--- src/rtl/snes_controller_device_if.sv ---
// snes_controller_device_if: SNES pad wire bundle (latch, data clock, serial data).
// master is the console/host end; slave is the pad (device) end.
interface snes_controller_device_if;
    logic con_latch;
    logic con_clock;
    logic con_serial;
    modport master(output con_latch, con_clock, input con_serial);
    modport slave(input con_latch, con_clock, output con_serial);
endinterface

--- src/rtl/snes_controller_device.sv ---
// snes_controller_device: SNES pad device end; shifts 16 button bits out on host latch/clock.
// Optional frame-abandon watchdog enabled by defining SNES_DEV_TIMEOUT_EN.
module snes_controller_device #(
    parameter int   SYNC_STAGES    = 2,
    parameter logic IDLE_LEVEL     = 1'b1,
    parameter int   TIMEOUT_CYCLES = 833333
) (
    input  logic                     clock,
    input  logic                     reset,
    snes_controller_device_if.slave  pad,
    input  logic [15:0]              buttons,
    output logic                     frame_done,
    output logic                     busy,
    output logic                     timeout
);
    typedef enum logic [1:0] {IDLE, LOAD, SHIFT, DONE} state_t;
    state_t state, state_n;
    logic [SYNC_STAGES-1:0] latch_sync, clk_sync;
    logic latch_s, clk_s, latch_s_q, clk_s_q, clk_rise, latch_fall, wd_hit, done_n;
    logic [15:0] sr, sr_n;
    logic [4:0] bit_cnt, cnt_n;
    assign latch_s    = latch_sync[SYNC_STAGES-1];
    assign clk_s      = clk_sync[SYNC_STAGES-1];
    assign clk_rise   = clk_s & ~clk_s_q;
    assign latch_fall = ~latch_s & latch_s_q;
    assign busy       = state == LOAD || state == SHIFT;
    // host clock idles high, so its synchronizer resets high to avoid a false edge
    always_ff @(posedge clock or negedge reset)
        if (!reset) begin
            latch_sync     <= '0;
            clk_sync       <= '1;
            latch_s_q      <= 1'b0;
            clk_s_q        <= 1'b1;
            state          <= IDLE;
            sr             <= '0;
            bit_cnt        <= '0;
            pad.con_serial <= IDLE_LEVEL;
            frame_done     <= 1'b0;
        end else begin
            latch_sync     <= {latch_sync[SYNC_STAGES-2:0], pad.con_latch};
            clk_sync       <= {clk_sync[SYNC_STAGES-2:0], pad.con_clock};
            latch_s_q      <= latch_s;
            clk_s_q        <= clk_s;
            state          <= state_n;
            sr             <= sr_n;
            bit_cnt        <= cnt_n;
            pad.con_serial <= (state_n == LOAD || state_n == SHIFT) ? sr_n[15] : IDLE_LEVEL;
            frame_done     <= done_n;
        end
    always_comb begin
        state_n = state;
        sr_n    = sr;
        cnt_n   = bit_cnt;
        done_n  = 1'b0;
        if (latch_s) begin
            state_n = LOAD;
            sr_n    = buttons;
            cnt_n   = '0;
        end else
            case (state)
                LOAD:  state_n = latch_fall ? SHIFT : LOAD;
                SHIFT:
                    if (clk_rise) begin
                        sr_n    = {sr[14:0], IDLE_LEVEL};
                        cnt_n   = bit_cnt + 5'd1;
                        done_n  = bit_cnt == 5'd15;
                        state_n = done_n ? DONE : SHIFT;
                    end else if (wd_hit)
                        state_n = IDLE;
                DONE:  state_n = IDLE;
                default: state_n = state;
            endcase
    end
`ifdef SNES_DEV_TIMEOUT_EN
    localparam int TW = $clog2(TIMEOUT_CYCLES + 1);
    logic [TW-1:0] wd;
    assign wd_hit = state == SHIFT && !clk_rise && wd == TW'(TIMEOUT_CYCLES - 1);
    always_ff @(posedge clock or negedge reset)
        if (!reset) begin
            wd      <= '0;
            timeout <= 1'b0;
        end else begin
            wd      <= (state != SHIFT || state_n != SHIFT || clk_rise) ? '0 : wd + 1'b1;
            timeout <= wd_hit && !latch_s;
        end
`else
    assign wd_hit  = 1'b0;
    assign timeout = 1'b0;
`endif
endmodule

--- src/flat_wrapper.sv ---
// flat-port wrapper written by rule: the top's interface ports become plain ports
module snes_controller_device_flat 
#(
    parameter int   SYNC_STAGES    = 2,
    parameter logic IDLE_LEVEL     = 1'b1,
    parameter int   TIMEOUT_CYCLES = 833333
)
  (clock, reset, buttons, frame_done, busy, timeout, pad_con_latch, pad_con_clock, pad_con_serial);
  snes_controller_device_if pad_i ();
  input  logic clock;
  input  logic reset;
  input  logic [15:0] buttons;
  output logic frame_done;
  output logic busy;
  output logic timeout;
  input wire logic [$bits(pad_i.con_latch)-1:0] pad_con_latch;
  input wire logic [$bits(pad_i.con_clock)-1:0] pad_con_clock;
  output wire logic [$bits(pad_i.con_serial)-1:0] pad_con_serial;
  assign pad_i.con_latch = pad_con_latch;
  assign pad_i.con_clock = pad_con_clock;
  assign pad_con_serial = pad_i.con_serial;
  snes_controller_device #(.SYNC_STAGES(SYNC_STAGES), .IDLE_LEVEL(IDLE_LEVEL), .TIMEOUT_CYCLES(TIMEOUT_CYCLES)) u_core (.clock(clock), .reset(reset), .pad(pad_i), .buttons(buttons), .frame_done(frame_done), .busy(busy), .timeout(timeout));
endmodule
--- config.mk ---
export PLATFORM = sky130hd
export DESIGN_NAME = snes_controller_device_flat
export DESIGN_NICKNAME = d
export VERILOG_FILES = /design/src/rtl/snes_controller_device_if.sv /design/src/rtl/snes_controller_device.sv /design/src/flat_wrapper.sv
export SDC_FILE = /design/constraint.sdc
export NUM_CORES = 1
export LEC_CHECK = 0
export BUFFER_PORTS_ARGS = -buffer_cell sky130_fd_sc_hd__buf_2
export CORE_MARGIN = 5
export CORE_UTILIZATION = 35
export DETAILED_ROUTE_END_ITERATION = 12
export HOLD_SLACK_MARGIN = 0.03
export PLACE_DENSITY = 0.64
export SETUP_SLACK_MARGIN = 0.05
export SKIP_LAST_GASP = 1
export SLEW_MARGIN = 15
export SYNTH_ARGS = -nofsm -noshare
export SYNTH_HDL_FRONTEND = slang
export SYNTH_SLANG_ARGS = --single-unit
--- constraint.sdc ---
create_clock -name clock -period 4.4 [get_ports clock]
set_input_delay 0.44 -clock clock [delete_from_list [all_inputs] [get_ports clock]]
set_output_delay 0.44 -clock clock [all_outputs]
set_load 0.05 [all_outputs]
**After elaboration in Yosys (flattened, before gate mapping)**

Index checks and enable logic that the tools add are counted.

- Bits in registers: 31
- Output and inout bits: 4
- Logic and storage cells: 41

- Add/subtract/negate cells: 1
- Equality and inequality tests: 6
- Mux-type cells: 15
- Bitwise gates (word level): 4
- Reduce and logical (&&, ||, !) cells: 5

Operators with widths:

| cell | count |
|---|---|
| $mux W16 | 3 |
| $mux W5 | 3 |
| $eq A2 B2 Y1 const B | 3 |
| $mux W2 | 3 |
| $pmux W2 S3 | 1 |
| $add A5 B1 Y5 const B | 1 |
| $eq A5 B4 Y1 const B | 1 |
| $mux W1 | 5 |
| $eq A2 B1 Y1 const B | 2 |
| $reduce_bool A2 Y1 | 2 |
| $and A1 B1 Y1 | 2 |
| $logic_or A1 B1 Y1 | 2 |
| $not A1 Y1 | 2 |
| $reduce_and A2 Y1 | 1 |

**Depth between registers and ports, before layout**

Gate-level depths: netlist of run 1.

- Depth after elaboration: 8
- Gate-level depth with buffers: 8
- Gate-level depth less buffers: 6

**Least setup slack after synthesis of run 1**

No wires, ideal clock.

- Path kind: register -> register
- From: reg u_core.state[0]
- To: reg u_core.pad.con_serial
- Library setup time: 0.088 ns
- Arrival time: 1.707 ns
- Data required time: 4.312 ns
- Path slack: 2.604 ns
- Stages on the path, launching flop included: 8
- Buffers on the path: 1
- Cell sequence: dfrtp_1 inv_1 ha_1 and3b_1 clkbuf_1 a311o_1 o21ai_1 or3b_1

- Longest elaborated chain between the ends: 6
- Elaborated cells between the ends (all ways): 12

RTL lines:

| what | line | RTL |
|---|---|---|
| start: declaration | snes_controller_device.sv:17 | `state_t state, state_n;` |
| start signal: assignment | snes_controller_device.sv:44 | `state <= state_n;` |
| $eq A2 B2 Y1, or another cell as far along | snes_controller_device.sv:60 | `case (state)` |
| $pmux W2 S3 | snes_controller_device.sv:60 |  |
| $mux W2 | snes_controller_device.sv:55 | `if (latch_s) begin` |
| $eq A2 B1 Y1 / $eq A2 B2 Y1 (equally long branches) | snes_controller_device.sv:47 | `pad.con_serial <= (state_n == LOAD \|\| state_n == SHIFT) ? sr_n[15] : IDLE_LEVEL;` |
| $logic_or A1 B1 Y1 | snes_controller_device.sv:47 |  |
| $mux W1 * | snes_controller_device.sv:47 |  |
| end signal: assignment | snes_controller_device.sv:47 |  |
| end: declaration | snes_controller_device_if.sv:8 | `modport slave(input con_latch, con_clock, output con_serial);` |

Mark *: on every way between the ends. The rest lies on a longest branch, timed or not. The select of a mux whose other input is x is not followed.
A chain may end at the register's enable or synchronous reset.

**Final worst setup path of run 1**

Same ends and word-level chain as after synthesis.

==> results of run 1 <==
-- cell usage in the layout (no fill, tap or decap), drive strengths merged --
cell type	instances
nand3b	1
clkbuf	8
nand4	1
nor3b	2
or2	1
nor2b	1
o22ai	1
and3b	1
nor2	5
buf	22
or3b	1
mux2i	15
xnor2	1
inv	4
dfrtp	27
a311o	1
conb	1
nand2	20
o21ai	17
a21oi	1
and3	1
a211oi	3
ha	6
xor2	2
dfstp	4
nor3	1
-- cell families (layout without fill, tap and decap cells) --
group / count (synthesis) / count (layout)
simple gates: 35 / 35
flops: 31 / 31
compound gates: 23 / 23
mux: 15 / 15
buf+inv: 12 / 34
fa+ha+maj: 6 / 6
xor+xnor: 3 / 3
other cells: 1 / 1
-- synth_stat cells, drive strengths merged --
cell / number / area [um^2]
dfstp: 4 / 105
mux2i: 15 / 150
or2: 1 / 6.26
and3: 1 / 6.26
nor2: 5 / 18.8
buf: 3 / 17.5
nor3b: 2 / 15.0
o22ai: 1 / 6.26
or3b: 1 / 8.76
nor2b: 1 / 6.26
and3b: 1 / 8.76
a21oi: 1 / 5.00
conb: 1 / 3.75
nor3: 1 / 5.00
clkbuf: 5 / 18.8
inv: 4 / 15.0
xnor2: 1 / 8.76
nand2: 20 / 75.1
a211oi: 3 / 22.5
ha: 6 / 75.1
nand3b: 1 / 7.51
dfrtp: 27 / 676
xor2: 2 / 17.5
o21ai: 17 / 85.1
a311o: 1 / 10.0
nand4: 1 / 6.26
-- power breakdown --
part           total [mW]  switching (mW)  leakage [nW]  internal (mW)
registers           0.330          0.0177         0.379          0.313
logic               0.114          0.0731         0.303         0.0411
clock network       0.239          0.0965        0.0515          0.143
total               0.684           0.187         0.734          0.496
-- critical path: stages (launching register included) --
cell and delay [ns]:
dfrtp_1 0.40, inv_1 0.14, ha_1 0.21, and3b_1 0.85, a311o_1 0.33, nor3_1 0.06
or3b_1 0.38
-- state kept, by name, summed over array words and instances (netlist names) --
name / cells
u_core.bit_cnt: 5
u_core.clk_s_q: 1
u_core.clk_sync: 2
u_core.frame_done: 1
u_core.latch_s_q: 1
u_core.latch_sync: 2
u_core.pad.con_serial: 1
u_core.sr: 16
u_core.state: 2
-- area by class of cell --
| cell class | count | share of cell area (%) |
|---|---|---|
| flip-flops and latches | 31 | 48.4 |
| multi-input cells | 83 | 34.0 |
| repair buffers | 22 | 6.82 |
| clock buffers | 8 | 6.20 |
| well taps | 48 | 3.72 |
| inverters | 4 | 0.930 |
-- worst paths after layout --
check	to	slack, ns	start	cells past startpoint
setup / recovery	u_core.pad.con_serial$_DFF_PN1_	1.94	u_core.state[0]$_DFF_PN0_	6
hold / removal	u_core.latch_sync[1]$_DFF_PN0_	0.20	reset	1
setup reg to reg	u_core.pad.con_serial$_DFF_PN1_	1.94	u_core.state[0]$_DFF_PN0_	6
hold reg to reg	u_core.latch_sync[1]$_DFF_PN0_	0.35	u_core.latch_sync[0]$_DFF_PN0_	0
max in group asynchronous	u_core.sr[14]$_DFFE_PN0P_	3.76	reset	1
min in group clock	u_core.clk_sync[0]$_DFF_PN1_	0.27	pad_con_clock	1
-- through the flow --
step                utilization, %  total power [mW]  setup slack (ns)  hold slack, ns  instance area, um^2
finish                        43.1             0.684              1.94           0.202                 1610
global placement              40.4             0.444              2.05           0.332                 1510
detailed placement            40.4             0.450              1.95           0.340                 1510
floorplan                        -             0.419              2.60           0.144                 1380
CTS                           43.1             0.693              1.94           0.217                 1610
global route                  43.1             0.719              1.76           0.258                 1610
-- per-layer routing --
| metal | GRT usage (%) | routed length, um |
|---|---|---|
| met4 | 6.15 | 16 |
| met1 | 11.1 | 1050 |
| met3 | 3.72 | 152 |
| met2 | 17.6 | 1140 |
| met5 | 0 | 0 |
==> summary.txt, run 1 <==
Cells and area
  – Sequential Area: 781 um^2
  – Filler cell count: 389
  – Multi-input logic area: 548 um^2
  – Ant diodes: 0
  – Fraction of layout cells with a size suffix above 1: 22.3%
  – Non-Filler Instances: 196
  – Area delta synth->final: 17.0%
  – NumNets Final: 173

Yosys
  – Simple-gate portion of the synthesized area: 11.9%
  – Mean Syn Cell Area: 11.0 um^2
  – Cell variety after synth: 28
  – Mapped Nets: 152
  – Synth Area in XOR/XNOR: 1.90%
  – Sequential share of the synthesized area: 56.6%
  – Synth Area in Adders: 5.44%
  – Synth Register Bits: 31
  – Ys Warns: 0
  – Mux share of post-synthesis cell area: 10.9%
  – Synthesized area: 1380 um^2
  – Largest family of logic cells by synthesized area: simple AND/OR/NAND/NOR gates
  – Synth Area in Compound Gates: 9.34%
  – Mapped Cells: 126

Clock network
  – Clock slew at reported path FFs: 0.06 ns
  – TritonCTS clock tree: yes
  – Total CTS buffers: 5
  – Clock Sinks: 31
  – CTS Root Cell: clkbuf_8
  – CTS H-tree depth: 2
  – Post-CTS sizing: 0
  – Clk Latency, worst-skew pair: 0.27 ns
  – Clock Tree Buf Depth: 2
  – Hold_buf cts: 0
  – Post-CTS setup buffers: 0

GRT
  – Vias in the first global route: 985
  – Pin count of the biggest net entering global routing: 42
  – Gr ovfl total: 0
  – First-pass GRT wire length: 4200 um
  – Initial antenna violation count: 0
  – GRT Util Overall: 10.4%

Placement
  – GPL Wtd Cong: 0.812
  – Final HPWL DP: 1630 um
  – I/O Buffers: 22
  – Number of cells after detailed placement: 188

Timing
  – Slew Viols, Final: 0
  – Slew at the pin with the worst max-slew slack: 1.07 ns
  – Count of final setup violators: 0
  – TNS Setup: 0 ns
  – RSZ-0062 raised after global routing: no
  – Peak Freq: 406 MHz
  – Crit share post-route: 56.0%
  – Worst Skew: 0.00416 ns
  – Period minus WS final: 2.46 ns
  – Count of final hold-check violations: 0
  – Slew HR: 28.6%

Die
  – Core area: 3740 um^2
  – Initial Utilization: 36.9%
  – Row Count: 22
  – Die span in x: 72.8 um
  – Die area: 5300 um^2
  – Num ports: 24
  – Die Y: 72.8 um

Worst setup path
  – CP Capture Type: flop
  – CP Class: reg2reg
  – Required @ worst endpoint: 4.60 ns
  – CP startpoint kind: flop
  – WP data arrival: 2.66 ns
  – Worst Path Max Fanout: 21

Run status
  – Status: finished clean

Detailed routing
  – WL/cell: 12.0 um
  – Routed WL: 2360 um
  – Post-DRT Antenna Nets: 0
  – Total number of vias: 927
  – DR iter-0 viols: 38
  – Drt drc: 0
  – Via/cell ratio: 4.73
  – DRT Pass-1 Iters: 4

Pwr
  – Power per cell area: 424 nW/um^2
  – Peak VDD IR: 0.181 mV
  – Pleak: 0.734 nW

Run
  – Maxcap violations: 0

Min path
  – Hold crit path type: in2async
No activity file was read; power rests on OpenSTA's default activity.
==> inputs of run 2 (changes only) <==
clock period = 2.5 ns   (was 4.4 ns; I/O delays follow)
==> run 2 against run 1 <==
Against the previous run: count of clock-buffer cells in the layout unchanged; worst setup slack got worse by 1.3 ns; non-clock buffer count increased by 3; sequential share of layout area decreased by 0.74 points; cell count increased by 1.5%; via count decreased by 0.76%; clock power increased by 75%; clock skew decreased by 0.00060 ns; combinational power increased by 84%; design area increased by 1.6%; hold slack got worse by 0.14 ns; critical path depth unchanged; largest cell class unchanged.
==> summary.txt, run 2 (synthesis gave the netlist of run 1 again) <==
Detailed routing
  – Via/cell ratio: 4.62 (was 4.73)
  – DR iter-0 viols: 26 (was 38)
  – DRT Pass-1 Iters: 2 (was 4)
  – Post-DRT Antenna Nets: 0 (unchanged)
  – Routed WL: 2350 um (was 2360 um)
  – WL/cell: 11.8 um (was 12.0 um)
  – Drt drc: 0 (unchanged)
  – Total number of vias: 920 (was 927)

Cells and area
  – Commonest non-fill, non-tap cells in the layout: 27 x dfrtp_1, 22 x buf_2, 20 x nand2_1 (unchanged)
  – NumNets Final: 176 (was 173)
  – Most flop-heavy register: u_core.sr (unchanged)
  – Sequential Area: 781 um^2 (unchanged)
  – Final instance area: 1640 um^2 (was 1610 um^2)
  – Multi-input logic area: 548 um^2 (unchanged)
  – Ant diodes: 0 (unchanged)
  – Area delta synth->final: 18.8% (was 17.0%)
  – Filler cell count: 386 (was 389)
  – Commonest non-fill, non-tap cell in the layout: dfrtp_1 (unchanged)
  – Top flop regs: u_core.sr x16, u_core.bit_cnt x5 (unchanged)
  – Fraction of layout cells with a size suffix above 1: 23.2% (was 22.3%)
  – Largest register FFs: 16 (unchanged)

Min path
  – Worst min-delay path startpoint: pad_con_clock
  – Endpoint, Worst Hold: u_core.clk_sync[0]$_DFF_PN1_
  – Worst Hold Depth: 1
  – Hold crit path type: in2reg (was in2async)

Die
  – Die span in x: 72.8 um (unchanged)
  – Core area: 3740 um^2 (unchanged)
  – Die area: 5300 um^2 (unchanged)
  – Num ports: 24 (unchanged)
  – Row Count: 22 (unchanged)
  – Die Y: 72.8 um (unchanged)
  – Initial Utilization: 36.9% (unchanged)

Clock network
  – Clk Latency, worst-skew pair: 0.28 ns (was 0.27 ns)
  – CTS Root Cell: clkbuf_8 (unchanged)
  – Total CTS buffers: 5 (unchanged)
  – Clock slew at reported path FFs: 0.06 ns (about the same)
  – CTS H-tree depth: 2 (unchanged)
  – Post-CTS sizing: 0 (unchanged)
  – TritonCTS clock tree: yes (unchanged)
  – Post-CTS setup buffers: 0 (unchanged)
  – Clock Sinks: 31 (unchanged)
  – Clock Tree Buf Depth: 2 (unchanged)

Worst setup path
  – Reg-to-reg critical path endpoint: u_core.pad.con_serial$_DFF_PN1_ (unchanged)
  – CP Class: reg2reg (unchanged)
  – WP data arrival: 2.09 ns (was 2.66 ns)
  – Required @ worst endpoint: 2.71 ns (was 4.60 ns)
  – FF-to-FF setup slack: 0.61 ns (was 1.94 ns)
  – CP startpoint kind: flop (unchanged)
  – Worst r2r src: u_core.bit_cnt[0]$_DFFE_PN0P_ (was u_core.state[0]$_DFF_PN0_)
  – Worst Path Max Fanout: 3 (was 21)
  – FF-to-FF path depth: 6 (unchanged)
  – CP Capture Type: flop (unchanged)

GRT
  – Pin count of the biggest net entering global routing: 38 (was 42)
  – M2 GR Usage: 15.9% (was 17.6%)
  – GRT met3 Usage: 4.68% (was 3.72%)
  – GR Util met1: 10.5% (was 11.1%)
  – Initial antenna violation count: 0 (unchanged)
  – GRT Util Overall: 9.97% (was 10.4%)
  – First-pass GRT wire length: 3950 um (was 4200 um)
  – Vias in the first global route: 954 (was 985)
  – Most Crowded Layer GR: met2 (unchanged)
  – Gr ovfl total: 0 (unchanged)

Pwr
  – Pleak: 0.748 nW (was 0.734 nW)
  – Power per cell area: 734 nW/um^2 (was 424 nW/um^2)
  – Peak VDD IR: 0.356 mV (was 0.181 mV)

Timing
  – Worst Skew: 0.00356 ns (was 0.00416 ns)
  – Period minus WS final: 1.89 ns (was 2.46 ns)
  – TNS Setup: 0 ns (unchanged)
  – Crit share post-route: 75.5% (was 56.0%)
  – Slew Viols, Final: 0 (unchanged)
  – RSZ-0062 raised after global routing: no (unchanged)
  – Count of final setup violators: 0 (unchanged)
  – Peak Freq: 530 MHz (was 406 MHz)
  – Count of final hold-check violations: 0 (unchanged)
  – Slew at the pin with the worst max-slew slack: 0.642 ns (was 1.07 ns)
  – Slew HR: 57.2% (was 28.6%)

Run
  – Maxcap violations: 0 (unchanged)

Placement
  – GPL Wtd Cong: 0.833 (was 0.812)
  – Final HPWL DP: 1700 um (was 1630 um)
  – Placed inst area: 1530 um^2 (was 1510 um^2)
  – I/O Buffers: 22 (unchanged)

Run status
  – Status: finished clean (unchanged)
## run 2: metal layers
metal | part of all wire (%) | up-vias
met5 | 0 | -
met4 | 2.7 | 0
met3 | 7.1 | 8
met2 | 47 | 26
met1 | 43 | 415
li1 | - | 471
## run 2: power breakdown
part	switching [mW]	internal, mW	total (mW)
registers	0.0245	0.551	0.575
clock network	0.168	0.251	0.418
logic	0.136	0.0736	0.210
## run 2: how the worst max path moves through the flow
stage,start,endpoint,cells after the start
after floorplan,u_core.state[0]$_DFF_PN0_,u_core.pad.con_serial$_DFF_PN1_,7
after global placement,u_core.bit_cnt[0]$_DFFE_PN0P_,u_core.pad.con_serial$_DFF_PN1_,6
after detailed placement,u_core.bit_cnt[0]$_DFFE_PN0P_,u_core.pad.con_serial$_DFF_PN1_,6
after CTS,u_core.bit_cnt[0]$_DFFE_PN0P_,u_core.pad.con_serial$_DFF_PN1_,6
after global routing,u_core.bit_cnt[0]$_DFFE_PN0P_,u_core.pad.con_serial$_DFF_PN1_,6
final,u_core.bit_cnt[0]$_DFFE_PN0P_,u_core.pad.con_serial$_DFF_PN1_,6
## run 2: per-stage QoR
| step | total power [mW] | setup WS [ns] | util (%) | cells | hold WS, ns |
|---|---|---|---|---|---|
| after global placement | 0.783 | 0.673 | 40.8 | 190 | 0.320 |
| after floorplan | 0.737 | 0.704 | - | 126 | -0.0456 |
| after CTS | 1.22 | 0.606 | 43.8 | 199 | 0.0587 |
| after global routing | 1.27 | 0.523 | 43.8 | 199 | 0.0592 |
| final | 1.20 | 0.611 | 43.8 | 199 | 0.0666 |
| after detailed placement | 0.795 | 0.613 | 40.8 | 190 | 0.317 |
## run 2: layout make-up
type                    count  area share, %
repair buffers             25           8.24
flip-flops and latches     31           47.6
inverters                   4          0.916
multi-input cells          83           33.4
well taps                  48           3.66
clock buffers               8           6.11
## run 2: critical path, stage by stage (launching register included)
cell	delay [ns]
dfrtp_1	0.40
ha_1	0.21
and3_1	0.18
ha_1	0.18
a311o_1	0.35
o21ai_1	0.14
or3b_1	0.35
## run 2: timing repair
action / CTS / global route
endpoints found under the setup margin: 0 / 0
hold endpoints to repair: 27 / 0
hold buffers: 1 / 0
